[src/rtl/bk_prefix_adder_pipe.sv]
// Three-stage pipelined Brent-Kung adder: bitwise alpha/beta, up-sweep, down-sweep + sum.
// Optional feature: define BK_ADDER_SAT_EN to clamp the sum to the signed range on overflow.
module bk_prefix_adder_pipe #(
  parameter int WIDTH = 16
) (
  input  logic             clk,
  input  logic             rst_n,
  input  logic             in_valid,
  output logic             in_ready,
  input  logic [WIDTH-1:0] in_a,
  input  logic [WIDTH-1:0] in_b,
  input  logic             in_cin,
  output logic             out_valid,
  input  logic             out_ready,
  output logic [WIDTH-1:0] out_sum,
  output logic             out_cout,
  output logic             out_ovf
);

  localparam int LOG_W = $clog2(WIDTH);

  logic             adv;

  logic             s1_valid_q;
  logic [WIDTH-1:0] s1_alpha_q, s1_alpha_d;
  logic [WIDTH-1:0] s1_beta_q, s1_beta_d;
  logic             s1_cin_q;

  logic             s2_valid_q;
  logic [WIDTH-1:0] s2_g_q, s2_g_d;
  logic [WIDTH-1:0] s2_p_q, s2_p_d;
  logic [WIDTH-1:0] s2_pbit_q;
  logic             s2_cin_q;

  logic             s3_valid_q;
  logic [WIDTH-1:0] s3_sum_q, s3_sum_d;
  logic             s3_cout_q, s3_cout_d;
  logic             s3_ovf_q, s3_ovf_d;

  logic [WIDTH-1:0] pre_g;
  logic [WIDTH:0]   carry;
  logic [WIDTH-1:0] sum_raw;
  logic             unused_p;

`ifdef BK_ADDER_SAT_EN
  logic             s1_sign_q;
  logic             s2_sign_q;
`endif

  // The whole pipe moves together; a bubble in S3 or a taking consumer frees it.
  assign adv      = !s3_valid_q || out_ready;
  assign in_ready = rst_n && adv;

  genvar gi;
  generate
    for (gi = 0; gi < WIDTH; gi++) begin : g_bitwise
      assign s1_alpha_d[gi] = in_a[gi] & in_b[gi];
      assign s1_beta_d[gi]  = in_a[gi] ^ in_b[gi];
    end
  endgenerate

  always_ff @(posedge clk or negedge rst_n) begin
    if (!rst_n) begin
      s1_valid_q <= 1'b0;
      s1_alpha_q <= '0;
      s1_beta_q  <= '0;
      s1_cin_q   <= 1'b0;
    end else if (adv) begin
      s1_valid_q <= in_valid;
      s1_alpha_q <= s1_alpha_d;
      s1_beta_q  <= s1_beta_d;
      s1_cin_q   <= in_cin;
    end
  end

  // Up-sweep: carry-in is folded into bit 0 so every group generate already includes it.
  always_comb begin
    s2_g_d    = s1_alpha_q;
    s2_p_d    = s1_beta_q;
    s2_g_d[0] = s1_alpha_q[0] | (s1_beta_q[0] & s1_cin_q);
    for (int k = 0; k < LOG_W; k++) begin
      for (int i = (2 << k) - 1; i < WIDTH; i += (2 << k)) begin
        s2_g_d[i] = s2_g_d[i] | (s2_p_d[i] & s2_g_d[i - (1 << k)]);
        s2_p_d[i] = s2_p_d[i] & s2_p_d[i - (1 << k)];
      end
    end
  end

  always_ff @(posedge clk or negedge rst_n) begin
    if (!rst_n) begin
      s2_valid_q <= 1'b0;
      s2_g_q     <= '0;
      s2_p_q     <= '0;
      s2_pbit_q  <= '0;
      s2_cin_q   <= 1'b0;
    end else if (adv) begin
      s2_valid_q <= s1_valid_q;
      s2_g_q     <= s2_g_d;
      s2_p_q     <= s2_p_d;
      s2_pbit_q  <= s1_beta_q;
      s2_cin_q   <= s1_cin_q;
    end
  end

  // Down-sweep: positions not resolved by the up-sweep pull in the prefix just below their group.
  always_comb begin
    pre_g = s2_g_q;
    for (int k = LOG_W - 2; k >= 0; k--) begin
      for (int i = 3 * (1 << k) - 1; i < WIDTH; i += (2 << k)) begin
        pre_g[i] = pre_g[i] | (s2_p_q[i] & pre_g[i - (1 << k)]);
      end
    end
  end

  // Group propagates at already-resolved positions are not needed by the down-sweep.
  assign unused_p = &s2_p_q;

  assign carry     = {pre_g, s2_cin_q};
  assign sum_raw   = s2_pbit_q ^ carry[WIDTH-1:0];
  assign s3_cout_d = carry[WIDTH];
  assign s3_ovf_d  = carry[WIDTH] ^ carry[WIDTH-1];

`ifdef BK_ADDER_SAT_EN
  // Overflow only happens when both operands share a sign, so A's MSB picks the rail.
  always_comb begin
    s3_sum_d = sum_raw;
    if (s3_ovf_d) begin
      s3_sum_d = s2_sign_q ? {1'b1, {(WIDTH-1){1'b0}}} : {1'b0, {(WIDTH-1){1'b1}}};
    end
  end

  always_ff @(posedge clk or negedge rst_n) begin
    if (!rst_n) begin
      s1_sign_q <= 1'b0;
      s2_sign_q <= 1'b0;
    end else if (adv) begin
      s1_sign_q <= in_a[WIDTH-1];
      s2_sign_q <= s1_sign_q;
    end
  end
`else
  assign s3_sum_d = sum_raw;
`endif

  always_ff @(posedge clk or negedge rst_n) begin
    if (!rst_n) begin
      s3_valid_q <= 1'b0;
      s3_sum_q   <= '0;
      s3_cout_q  <= 1'b0;
      s3_ovf_q   <= 1'b0;
    end else if (adv) begin
      s3_valid_q <= s2_valid_q;
      s3_sum_q   <= s3_sum_d;
      s3_cout_q  <= s3_cout_d;
      s3_ovf_q   <= s3_ovf_d;
    end
  end

  assign out_valid = s3_valid_q;
  assign out_sum   = s3_sum_q;
  assign out_cout  = s3_cout_q;
  assign out_ovf   = s3_ovf_q;

endmodule

[config.mk]
export PLATFORM = sky130hd
export DESIGN_NAME = bk_prefix_adder_pipe
export DESIGN_NICKNAME = d
export VERILOG_FILES = /design/src/rtl/bk_prefix_adder_pipe.sv
export SDC_FILE = /design/constraint.sdc
export NUM_CORES = 1
export LEC_CHECK = 0
export CORE_MARGIN = 2
export CORE_UTILIZATION = 30
export CTS_BUF_LIST = sky130_fd_sc_hd__clkbuf_4 sky130_fd_sc_hd__clkbuf_8 sky130_fd_sc_hd__clkbuf_16
export CTS_CLUSTER_DIAMETER = 120
export CTS_CLUSTER_SIZE = 10
export DETAILED_ROUTE_END_ITERATION = 12
export HOLD_SLACK_MARGIN = 0.15
export PLACE_DENSITY = 0.48
export SLEW_MARGIN = 20
export SYNTH_ARGS = -nofsm -noshare
export SYNTH_HDL_FRONTEND = slang
export SYNTH_SLANG_ARGS = --single-unit
[constraint.sdc]
create_clock -name clk -period 2.8 [get_ports clk]
set_input_delay 0.56 -clock clk [delete_from_list [all_inputs] [get_ports clk]]
set_output_delay 0.56 -clock clk [all_outputs]
set_load 0.01 [all_outputs]
==> results.py, run 1 <==
metrics = {
    "worst_setup_path": {
        "r2r-end": "out_sum[15]$_DFFE_PN0N_",
        "crit_path_frequent_cell": "clkdlybuf4s50_1",
        "r2r_cells": 6,
        "worst-setup-path-type": "input port to primary output",
        "cp_cell_sequence": "clkdlybuf4s50_1, nand2b_4, and2_1, clkdlybuf4s50_1",
        "rrSetupSlack_ns": 1.24,
        "critPathRequiredTime_ns": 2.24,
        "critPathSlowestCell": "clkdlybuf4s50_1",
        "cp_num_buf_inv": 2,
        "cp_max_fo": 2,
        "cp-end-kind": "primary output",
        "r2r_start": "s2_g_q[7]$_DFFE_PN0N_",
        "crit_path_max_incr_delay_ns": 0.53,
        "start_kind": "input port",
        "crit_arrival_ns": 1.91,
        "crit_family": "buffers and inverters",
    },
    "die": {
        "die_y_um": 119,
        "initial_core_util_pct": 30.4,
        "die_w_um": 119,
        "dieArea_um2": 14200,
        "rows": 42,
        "core_um2": 13100,
        "ioPinCount": 57,
    },
    "routing": {
        "first_pass_iters": 4,
        "initialDrtViolationCount": 180,
        "drc": 0,
        "antenna_left": 0,
        "vias": 2904,
        "via_per_inst": 4.33,
        "postRouteWirelength_mm": 7.95,
        "wire_per_inst_um": 11.8,
    },
    "sta": {
        "tns_ns": 0,
        "max_freq_mhz": 405,
        "fin_skew_ns": 0.00374,
        "tightest_slew_ns": 0.691,
        "drv_slew": 0,
        "rsz0062_at_grt": "no",
        "period_share_pct": 88.1,
        "period_minus_slack_ns": 2.47,
        "slew_headroom_pct": 54.0,
        "hold_violations": 0,
        "finalSetupViolations": 0,
    },
    "cts": {
        "clkSlewWorstSetupHoldPaths_ns": 0.06,
        "cts_tree": "yes",
        "clk_latency_ns": 0.33,
        "cts_setup_buffers": 0,
        "cts-root-buf": "clkbuf_16",
        "htree_levels": 3,
        "cts_sinks": 91,
        "holdBufCountCts": 0,
        "ctsResizeCount": 0,
        "numCtsBuffers": 9,
        "cts_buffer_depth": 2,
    },
    "synth": {
        "async_flop_share_pct": 100,
        "synth_cell_types": 25,
        "ys_ff_latch": 91,
        "synth_top_area_share_pct": 57.0,
        "synthMuxAreaShare_pct": 0,
        "synthAdderAreaFrac_pct": 7.21,
        "synth_top_family_by_area": "simple AND/OR/NAND/NOR gates",
        "synth.area.top_cells": "dfrtp_1 57%, nand2_1 21%, ha_1 7.2%",
        "yosys.area.top_type": "dfrtp_1",
        "synth-simple-area-share_pct": 23.9,
        "synth_compound_area_share_pct": 6.77,
        "synth_area_um2": 3990,
        "ys_top_cells_by_count": "221 x nand2_1, 91 x dfrtp_1, 23 x ha_1",
        "synth_xor_area_share_pct": 2.19,
        "synth_nets": 500,
        "synthCells": 440,
        "seq_area_frac_synth_pct": 57.0,
        "syn_avg_cell_area_um2": 9.07,
        "post-synth-top-count-cell": "nand2_1",
        "synth-warning-count": 0,
        "synth-edff-count": 0,
        "ys.flop_type": "dfrtp_1",
    },
    "layout": {
        "fillers": 1372,
        "nNetsFinal": 551,
        "final_cell_area_um2": 5000,
        "diodes": 0,
        "regArea_um2": 2280,
        "multiInputGateArea_um2": 1620,
        "syn_to_final_growth_pct": 25.3,
        "drive_gt1_share_pct": 5.45,
    },
    "place": {
        "gp_congestion": 0.728,
        "portBuffers": 56,
        "hpwl_mm": 5.26,
        "place_area_um2": 4730,
    },
    "global_routing": {
        "grt_usage_pct": 12.3,
        "antenna_found_initial": 0,
        "gr-total-overflow": 0,
        "grt_pass1_vias": 2906,
        "grt_pass1_wl_mm": 13.9,
        "grt_max_degree": 93,
    },
    "min_path": {
        "hp-class": "input port to async pin",
    },
    "run": {
        "drv_cap": 0,
    },
    "pwr": {
        "p_per_area_nw_per_um2": 915,
        "p_leak_uw": 0.00250,
        "ir_drop_mv": 0.296,
    },
    "status": {
        "status": "complete, no violations",
    },
}
[worst reg2reg max path, cell delays in order (launching register included)]
cell,delay (ns)
dfrtp_1,0.43
a21o_1,0.23
a21o_1,0.19
ha_1,0.17
nor2_1,0.17
xor2_1,0.17
a21oi_1,0.08
[through the flow]
| step | util (%) | cells | setup WS, ns | hold WS [ns] | power [uW] |
|---|---|---|---|---|---|
| final | 38.1 | 671 | 0.334 | 0.407 | 4580 |
| after global routing | 38.1 | 671 | 0.302 | 0.471 | 4960 |
| after CTS | 38.1 | 671 | 0.326 | 0.463 | 4670 |
| after detailed placement | 36.0 | 656 | 0.323 | 0.449 | 3540 |
| after global placement | 36.0 | 656 | 0.349 | 0.444 | 3500 |
| after floorplan | - | 440 | 1.19 | 0.264 | 2910 |
[logic make-up after synthesis]
| logic type | Yosys count |
|---|---|
| AOI/OAI and AO/OA | 44 |
| DFF | 91 |
| buffers and inverters | 22 |
| adders and majority gates | 23 |
| and+or+nand+nor | 250 |
| xor gates and xnor gates | 10 |
[flip-flops by register name, indices dropped and copies added, names as in the netlist, 9 cells and up]
name        flops
s2_g_q         16
out_sum        16
s2_p_q         11
s1_alpha_q     16
s2_pbit_q       9
s1_beta_q      16
[worst max-delay path by stage]
stage / startpoint / to / slack [ns] / depth (start not counted)
after floorplan: out_ready / in_ready / 1.19 / 3
final: out_ready / in_ready / 0.33 / 4
after CTS: out_ready / in_ready / 0.33 / 4
after global placement: out_ready / in_ready / 0.35 / 4
after detailed placement: out_ready / in_ready / 0.32 / 4
after global routing: out_ready / in_ready / 0.30 / 4
[metal layers]
metal	wire length, um	up-vias	global-route usage [%]	part of all wire (%)
li1	-	1489	-	-
met1	3920	1358	16.0	49
met2	3600	47	19.6	45
met3	292	10	3.59	3.7
met4	132	0	4.34	1.7
met5	0	-	0	0
[cell usage in the layout, fill, tap and decap left out, types with 2 or more instances in the layout]
| cell | instances |
|---|---|
| nand2_1 | 221 |
| clkbuf_4 | 2 |
| a21oi_1 | 17 |
| inv_1 | 2 |
| xnor2_1 | 2 |
| nand3_1 | 2 |
| buf_12 | 2 |
| nor2_1 | 21 |
| a21o_1 | 4 |
| o21ai_0 | 14 |
| xor2_1 | 8 |
| dfrtp_1 | 91 |
| buf_4 | 3 |
| ha_1 | 23 |
| clkbuf_16 | 9 |
| clkinv_2 | 3 |
| a21oi_2 | 2 |
| nand2b_1 | 2 |
| clkdlybuf4s50_1 | 55 |
[area by class of cell]
| class | count | area share [%] |
|---|---|---|
| Clock buffer | 12 | 5.08 |
| Clock inverter | 3 | 0.300 |
| Inverter | 2 | 0.150 |
| Multi-Input combinational cell | 327 | 32.3 |
| Sequential cell | 91 | 45.5 |
| Tap cell | 176 | 4.40 |
| Timing Repair Buffer | 60 | 12.3 |
[power by group]
group / internal, uW / switching [uW]
Clock: 636 / 466
Combinational: 681 / 734
Sequential: 1760 / 296
Note: power is estimated with default switching activity, not from simulation.
==> run 2, diff against run 1 <==
--- a/config.mk
+++ b/config.mk
@@ -5,7 +5,8 @@
 export SDC_FILE = /design/constraint.sdc
 export NUM_CORES = 1
 export LEC_CHECK = 0
-export CORE_MARGIN = 2
+export CAP_MARGIN = 20
+export CORE_MARGIN = 3
 export CORE_UTILIZATION = 30
 export CTS_BUF_LIST = sky130_fd_sc_hd__clkbuf_4 sky130_fd_sc_hd__clkbuf_8 sky130_fd_sc_hd__clkbuf_16
 export CTS_CLUSTER_DIAMETER = 120
@@ -13,6 +14,7 @@
 export DETAILED_ROUTE_END_ITERATION = 12
 export HOLD_SLACK_MARGIN = 0.15
 export PLACE_DENSITY = 0.48
+export SETUP_SLACK_MARGIN = 0.15
 export SLEW_MARGIN = 20
 export SYNTH_ARGS = -nofsm -noshare
 export SYNTH_HDL_FRONTEND = slang
==> run 2 against run 1 <==
Non-clock buffer count grew 1. Largest cell class unchanged. Total power grew 1.9%. Critical endpoint unchanged. Clock-buffer cell count shrank 2.
==> results.py, run 2 (synthesis gave the netlist of run 1 again) <==
metrics = {
    "run": {
        "drv_cap": 0,
    },
    "worst_setup_path": {
        "cp_max_fo": 2,
        "cp_num_buf_inv": 2,
        "crit_path_start": "out_ready",
        "start_kind": "input port",
        "cp.depth": 4,
        "r2r_start": "out_valid$_DFFE_PN0N_",
        "critPathSlowestCell": "clkdlybuf4s50_1",
        "cp-end-kind": "primary output",
        "r2r_cells": 5,
        "rrSetupSlack_ns": 1.08,
        "critPathRequiredTime_ns": 2.24,
        "crit_end": "in_ready",
        "crit_family": "buffers and inverters",
        "r2r-end": "s2_g_q[5]$_DFFE_PN0N_",
        "worst-setup-path-type": "input port to primary output",
        "crit_arrival_ns": 1.90,
        "crit_path_max_incr_delay_ns": 0.55,
        "crit_path_frequent_cell": "clkdlybuf4s50_1",
        "cp_cell_sequence": "clkdlybuf4s50_1, nand2b_4, and2_1, clkdlybuf4s50_1",
    },
    "cts": {
        "holdBufCountCts": 0,
        "cts-root-buf": "clkbuf_16",
        "numCtsBuffers": 9,
        "cts_setup_buffers": 0,
        "cts_buffer_depth": 2,
        "cts_sinks": 91,
        "clkSlewWorstSetupHoldPaths_ns": 0.06,
        "ctsResizeCount": 0,
        "clk_latency_ns": 0.34,
        "cts_tree": "yes",
        "htree_levels": 3,
    },
    "sta": {
        "finalSetupViolations": 0,
        "period_share_pct": 87.8,
        "tightest_slew_ns": 0.726,
        "fin_skew_ns": 0.00521,
        "period_minus_slack_ns": 2.46,
        "hold_violations": 0,
        "tns_ns": 0,
        "drv_slew": 0,
        "slew_headroom_pct": 51.6,
        "rsz0062_at_grt": "no",
        "setup_slack_ns": 0.341,
        "max_freq_mhz": 407,
    },
    "global_routing": {
        "grt_pass1_vias": 2885,
        "grt_max_degree": 90,
        "grt_usage_pct": 11.6,
        "grt_pass1_wl_mm": 13.5,
        "antenna_found_initial": 0,
        "gr-total-overflow": 0,
    },
    "min_path": {
        "hp-class": "input port to async pin",
    },
    "layout": {
        "diodes": 0,
        "nNetsFinal": 552,
        "drive_gt1_share_pct": 5.65,
        "final_cell_mix": "221 x nand2_1, 91 x dfrtp_1, 55 x clkdlybuf4s50_1, 23 x ha_1, 21 x nor2_1",
        "final_common_cell": "nand2_1",
        "syn_to_final_growth_pct": 25.6,
    },
    "pwr": {
        "p_leak_uw": 0.00251,
        "p_per_area_nw_per_um2": 930,
        "ir_drop_mv": 0.311,
    },
    "die": {
        "die_w_um": 121,
        "dieArea_um2": 14700,
        "rows": 41,
        "initial_core_util_pct": 31.1,
        "die_y_um": 121,
        "core_um2": 12800,
        "ioPinCount": 57,
    },
    "routing": {
        "first_pass_iters": 4,
        "postRouteWirelength_mm": 8.04,
        "via_per_inst": 4.40,
        "initialDrtViolationCount": 181,
        "wire_per_inst_um": 12.0,
        "vias": 2939,
        "drc": 0,
        "antenna_left": 0,
    },
    "place": {
        "portBuffers": 56,
        "hpwl_mm": 5.38,
        "gp_congestion": 0.744,
        "dp_slack_ns": 0.310,
    },
    "status": {
        "status": "complete, no violations",
    },
}
==> run 2: cell types whose count changed in the layout (fill, tap and decap cells not counted) <==
cell / previous run / this run
buf_12: 2 / 1
bufinv_16: 0 / 1
buf_4: 3 / 5
clkinv_4: 0 / 1
clkbuf_4: 2 / 0
==> run 2: stage by stage <==
| step | total power, uW | instance area, um2 | hold WS, ns | std cells | utilization [%] |
|---|---|---|---|---|---|
| floorplan | 2910 | 3990 | 0.264 | 440 | - |
| global placement | 3510 | 4720 | 0.448 | 653 | 36.8 |
| detailed placement | 3530 | 4720 | 0.456 | 653 | 36.8 |
| CTS | 4750 | 5020 | 0.322 | 668 | 39.1 |
| global route | 5030 | 5020 | 0.334 | 668 | 39.1 |
| finish | 4660 | 5020 | 0.300 | 668 | 39.1 |
==> run 2: report_power, final <==
part	internal (uW)	switching, uW	leakage [uW]
Combinational	674	729	0.00124
Clock	708	492	0.000148
Sequential	1760	300	0.00112
Total	3140	1520	0.00251
==> run 2: per-layer routing <==
layer  global-route usage (%)  part of all wire, %
met1                     15.3                   46
met2                     18.2                   47
met3                     3.08                  4.8
met4                     4.41                  1.6
met5                        0                    0
==> run 2: final cells by class <==
| cell class | instances | area [um2] |
|---|---|---|
| Clock inverter | 5 | 53.8 |
| Multi-Input combinational cell | 327 | 1620 |
| Sequential cell | 91 | 2280 |
| Fill cell | 1338 | 7810 |
| Timing Repair Buffer | 61 | 608 |
| Clock buffer | 10 | 239 |
| Inverter | 2 | 7.51 |
| Tap cell | 172 | 215 |
==> run 2: how the worst min path moves through the flow <==
stage                                 from                  endpoint  cells after the start
floorplan                            rst_n      out_cout$_DFFE_PN0N_                      0
global placement    s2_valid_q$_DFFE_PN0N_    s2_valid_q$_DFFE_PN0N_                      2
detailed placement   s2_g_q[6]$_DFFE_PN0N_     s2_g_q[6]$_DFFE_PN0N_                      2
CTS                                  rst_n  s2_pbit_q[9]$_DFFE_PN0N_                      2
global route                         rst_n    out_sum[8]$_DFFE_PN0N_                      2
finish                               rst_n    out_sum[9]$_DFFE_PN0N_                      2
==> run 3, diff against run 2 <==
--- a/config.mk
+++ b/config.mk
@@ -12,10 +12,11 @@
 export CTS_CLUSTER_DIAMETER = 120
 export CTS_CLUSTER_SIZE = 10
 export DETAILED_ROUTE_END_ITERATION = 12
+export GPL_ROUTABILITY_DRIVEN = 0
 export HOLD_SLACK_MARGIN = 0.15
 export PLACE_DENSITY = 0.48
 export SETUP_SLACK_MARGIN = 0.15
-export SLEW_MARGIN = 20
 export SYNTH_ARGS = -nofsm -noshare
 export SYNTH_HDL_FRONTEND = slang
 export SYNTH_SLANG_ARGS = --single-unit
+export TNS_END_PERCENT = 50
==> results of run 3 <==
The final DEF is identical to that of run 2; final timing and power are the same.
